### src/rtl/boxcar_decimator.sv
// Boxcar average-and-decimate by 2^LOG2_DECIM with a show-ahead output FIFO.
// Define BOXCAR_DECIMATOR_ROUND_EN for round-half-up instead of floor.
module boxcar_decimator #(
   parameter int SIGNAL_BITS = 24,
   parameter int LOG2_DECIM  = 4,
   parameter int FIFO_DEPTH  = 4
) (
   input  logic                          clk_i,
   input  logic                          rst_ni,
   input  logic                          strobe_i,
   input  logic signed [SIGNAL_BITS-1:0] signal_i,
   input  logic                          clear_i,
   output logic signed [SIGNAL_BITS-1:0] signal_o,
   output logic                          valid_o,
   input  logic                          ready_i,
   output logic                          overflow_o
);

   localparam int ACC_BITS = SIGNAL_BITS + LOG2_DECIM;
   localparam int PTR_BITS = $clog2(FIFO_DEPTH);

   logic signed [ACC_BITS-1:0]    acc;
   logic signed [ACC_BITS-1:0]    sum;
   logic signed [ACC_BITS-1:0]    rnd;
   logic        [SIGNAL_BITS-1:0] result;
   logic        [LOG2_DECIM-1:0]  cnt;
   logic        [PTR_BITS:0]      wr_ptr;
   logic        [PTR_BITS:0]      rd_ptr;
   logic        [SIGNAL_BITS-1:0] mem [FIFO_DEPTH];
   logic                          last;
   logic                          full;
   logic                          push;
   logic                          pop;
   logic                          wr_en;

   assign sum  = acc + {{LOG2_DECIM{signal_i[SIGNAL_BITS-1]}}, signal_i};
   assign last = (cnt == {LOG2_DECIM{1'b1}});

`ifdef BOXCAR_DECIMATOR_ROUND_EN
   localparam logic [ACC_BITS-1:0] HALF = ACC_BITS'(1) << (LOG2_DECIM - 1);
   assign rnd = sum + HALF;
`else
   assign rnd = sum;
`endif

   assign result = SIGNAL_BITS'(rnd >>> LOG2_DECIM);

   assign valid_o = (wr_ptr != rd_ptr);
   assign full    = (wr_ptr[PTR_BITS] != rd_ptr[PTR_BITS]) &&
                    (wr_ptr[PTR_BITS-1:0] == rd_ptr[PTR_BITS-1:0]);
   assign pop     = valid_o && ready_i;
   assign push    = strobe_i && last;
   // A full FIFO can still take the result if its head leaves on this edge.
   assign wr_en   = push && (!full || pop);

   assign signal_o = mem[rd_ptr[PTR_BITS-1:0]];

   always_ff @(posedge clk_i or negedge rst_ni) begin
      if (!rst_ni) begin
         acc        <= '0;
         cnt        <= '0;
         wr_ptr     <= '0;
         rd_ptr     <= '0;
         overflow_o <= 1'b0;
      end else if (clear_i) begin
         acc        <= '0;
         cnt        <= '0;
         wr_ptr     <= '0;
         rd_ptr     <= '0;
         overflow_o <= 1'b0;
      end else begin
         if (strobe_i) begin
            if (last) begin
               acc <= '0;
               cnt <= '0;
            end else begin
               acc <= sum;
               cnt <= cnt + 1'b1;
            end
         end
         if (wr_en) wr_ptr <= wr_ptr + 1'b1;
         if (pop)   rd_ptr <= rd_ptr + 1'b1;
         if (push && full && !pop) overflow_o <= 1'b1;
      end
   end

   always_ff @(posedge clk_i or negedge rst_ni) begin
      if (!rst_ni) begin
         for (int i = 0; i < FIFO_DEPTH; i++) mem[i] <= '0;
      end else if (wr_en && !clear_i) begin
         mem[wr_ptr[PTR_BITS-1:0]] <= result;
      end
   end

endmodule

### config.mk
export PLATFORM = sky130hd
export DESIGN_NAME = boxcar_decimator
export DESIGN_NICKNAME = d
export VERILOG_FILES = /design/src/rtl/boxcar_decimator.sv
export SDC_FILE = /design/constraint.sdc
export NUM_CORES = 1
export LEC_CHECK = 0
export BUFFER_PORTS_ARGS = -buffer_cell sky130_fd_sc_hd__buf_2
export CAP_MARGIN = 20
export CORE_MARGIN = 1.5
export CORE_UTILIZATION = 55
export DETAILED_ROUTE_END_ITERATION = 12
export HOLD_SLACK_MARGIN = 0.06
export PLACE_DENSITY = 0.77
export SYNTH_ARGS = -nofsm -noshare
export SYNTH_HDL_FRONTEND = slang
export SYNTH_SLANG_ARGS = --single-unit
### constraint.sdc
create_clock -name clk_i -period 2.65 [get_ports clk_i]
set_clock_uncertainty 0.15 [all_clocks]
set_input_delay 0.3975 -clock clk_i [delete_from_list [all_inputs] [get_ports clk_i]]
set_output_delay 0.3975 -clock clk_i [all_outputs]
set_load 0.01 [all_outputs]
==> out/results.tsv <==
metric	value	unit
core box area	12700	sq um
number of nets with antenna violations after routing	0	
Post-synth EDFFs	0	
CP top delay family	compound AO/OA/AOI/OAI gates	
antenna violations before repair	0	
Crit Path Class	reg2reg	
Ports	55	
Synth Instances	626	
pin count of the biggest net entering global routing	44	
DPL Wire Length	11.8	mm
fill cell count	832	
status	finished, violations left	
area delta synth->final	27.6	%
mux contribution to synthesized area	0.173	
synth warn	0	
main combinational cell family by area after synthesis	multiplexers	
post-synth top area cell	dfrtp_1	
number of remaining DRC errors	0	
vias post-DR	5545	
most numerous cell in the Yosys netlist	dfrtp_1	
Post-Syn Area	7160	sq um
DP Cell Count	876	
Placed Area	7990	sq um
area share of the largest cell type after synthesis	0.472	
simple logic cell fraction of the synthesized area	0.0904	
Die W	117	um
clk root buf	clkbuf_16	
CP max FO	5	
Synth area leaders	dfrtp_1 (47%), mux2_2 (9.4%), mux4_2 (7.6%)	
max-slew violation count	0	
Cell Rows	41	
top cells by count, synth	dfrtp_1 (135), nand2_1 (80), mux2_2 (60), o21ai_0 (56), ha_1 (33)	
failing checks	negative setup slack	
Critical Path RT	2.84	ns
Post-synth ARST share	1.00	
f_max	0.354	GHz
RSZ-0062 raised after global routing	yes	
Seq/Total Area, Yosys	0.472	
Placer Congestion	0.892	
Post-synth top flop	dfrtp_1	
Static Leak	0.00446	uW
Clock Latency Late Sink	0.44	ns
net count after synthesis	689	
Post-Syn Area per Cell	11.4	sq um
CTS tree	yes	
routed len/inst	20.1	um
slowest CP cell	fa_2	
H-tree depth	4	
via/cell ratio	6.03	
Synth cell types	57	
clk sinks	135	
fin area	9130	sq um
Hold WC Path Type	in2reg	
Total Routing Usage GR	0.280	
Tcrit/Tclk final	1.07	
Post-Synth Adder-Cell Area	0.0605	
Slew HR	0.540	
port buffer count	54	
CP Buf/Inv Count	2	
VDD IR-drop max	0.000496	V
ratio of cells with drive above 1 in the final layout	0.400	
Final nets	798	
number of max-cap violations	0	
GRT overflow	0	
Starting Density	0.565	
crit-path cells	ha_2 > inv_2 > fa_2 > nor2b_2 > o21bai_1 > a31oi_1 > buf_4 > o21a_4 > o21ai_2 > a21o_1 > and3b_2 > o31ai_4	
final hold violations	0	
post-synthesis register bit count	135	
PwrDens	682	nW/um^2
nature of the critical path startpoint	flip-flop	
xor and xnor area share after synthesis	0.0416	
Reg clk slew, reported paths	0.06	ns
first-pass GRT wire length	28.7	mm
CTS buffer count	17	
Worst-Margin Slew	0.689	ns
Final WS setup	-0.177	ns
crit path DAT	3.02	ns
Worst setup EP type	flip-flop	
Final Non-Filler Cells	920	
Iteration-0 DRC Markers	359	
Vert. Die Dim	117	um
min Tclk post-route	2.83	ns
vias in the first global route	5778	
largest stage delay on the critical path	0.37	ns
number of diodes	0	
Setup Viol. Count Final	33	
DIE AREA	13700	sq um
drt pass-1 iters	5	
Total Routed Length	18.5	mm
clk buf depth	2	
Compound-Gate Fraction of Synth Area	0.139	
tightest hold or removal path: stages:
cell and delay, ns:
buf_2 0.13, nand3_1 0.07, a21oi_1 0.06
per-stage QoR:
| stage | util | TNS [ns] | setup slack (ns) | power [uW] | hold WS (ns) |
|---|---|---|---|---|---|
| floorplan | - | 0 | 0.0419 | 2950 | -0.0481 |
| global placement | 0.630 | -13.14 | -0.365 | 3410 | 0.282 |
| detailed placement | 0.630 | -17.44 | -0.430 | 3460 | 0.290 |
| CTS | 0.691 | -0.963 | -0.0795 | 5980 | 0.104 |
| global route | 0.721 | -8.68 | -0.273 | 6460 | 0.135 |
| finish | 0.721 | -3.22 | -0.177 | 6230 | 0.114 |
cells by family (layout without fill, tap and decap cells):
kind of cell	Yosys count	in the layout
AO/OA/AOI/OAI	153	153
AND/OR/NAND/NOR	142	142
flip-flops	135	135
multiplexers	86	86
buffers and inverters	42	164
adder cells (fa/ha/maj)	34	34
XOR/XNOR	34	34
cell usage in the layout (no fill, tap or decap), types with 18 or more instances in the layout:
cell     instances
a21oi_1         18
mux2_2          47
buf_4           61
nand2_1         79
nor2_1          20
o21ai_0         30
dfrtp_1        134
mux4_2          24
ha_1            31
buf_2           53
repair_timing:
action	4_1_cts	5_1_grt
endpoints found under the setup margin	62	87
gates resized for setup	37	76
buffers inserted	5	9
endpoints found under the hold margin	40	0
pin swaps	13	40
hold buffers	1	0
area by class of cell:
type / count / area [sq um] / area share
well taps: 172 / 215 / 0.0236
inverters: 10 / 37.5 / 0.00411
clock buffers: 20 / 447 / 0.0489
flip-flops and latches: 135 / 3380 / 0.370
clock inverters: 12 / 153 / 0.0167
multi-input cells: 449 / 4050 / 0.444
repair buffers: 122 / 847 / 0.0928
state kept, by name, indices dropped and copies added, names as in the netlist:
register,count
rd_ptr,3
mem,96
wr_ptr,3
acc,28
cnt,4
overflow_o,1
worst paths after layout:
check	cells past startpoint	slack, ns	start	endpoint
setup / recovery	12	-0.18	acc[0]	mem[94]
hold / removal	3	0.11	ready_i	rd_ptr[1]
setup reg to reg	12	-0.18	acc[0]	mem[94]
hold reg to reg	1	0.33	cnt[3]	cnt[3]
max in group asynchronous	3	1.27	rst_ni	mem[49]
min in group asynchronous	2	0.37	rst_ni	mem[67]
power by group:
part	total, uW	leakage [uW]	internal, uW	switching (uW)
Combinational	1620	0.00231	701	919
Clock	2420	0.000282	1500	918
Sequential	2190	0.00186	2130	54.8
layer usage:
| metal | track usage | wire length, um |
|---|---|---|
| met5 | 0 | 0 |
| met4 | 0.108 | 453 |
| met3 | 0.0680 | 866 |
| met2 | 0.487 | 9640 |
| met1 | 0.340 | 7520 |
Power figures use the tool's default switching activity.
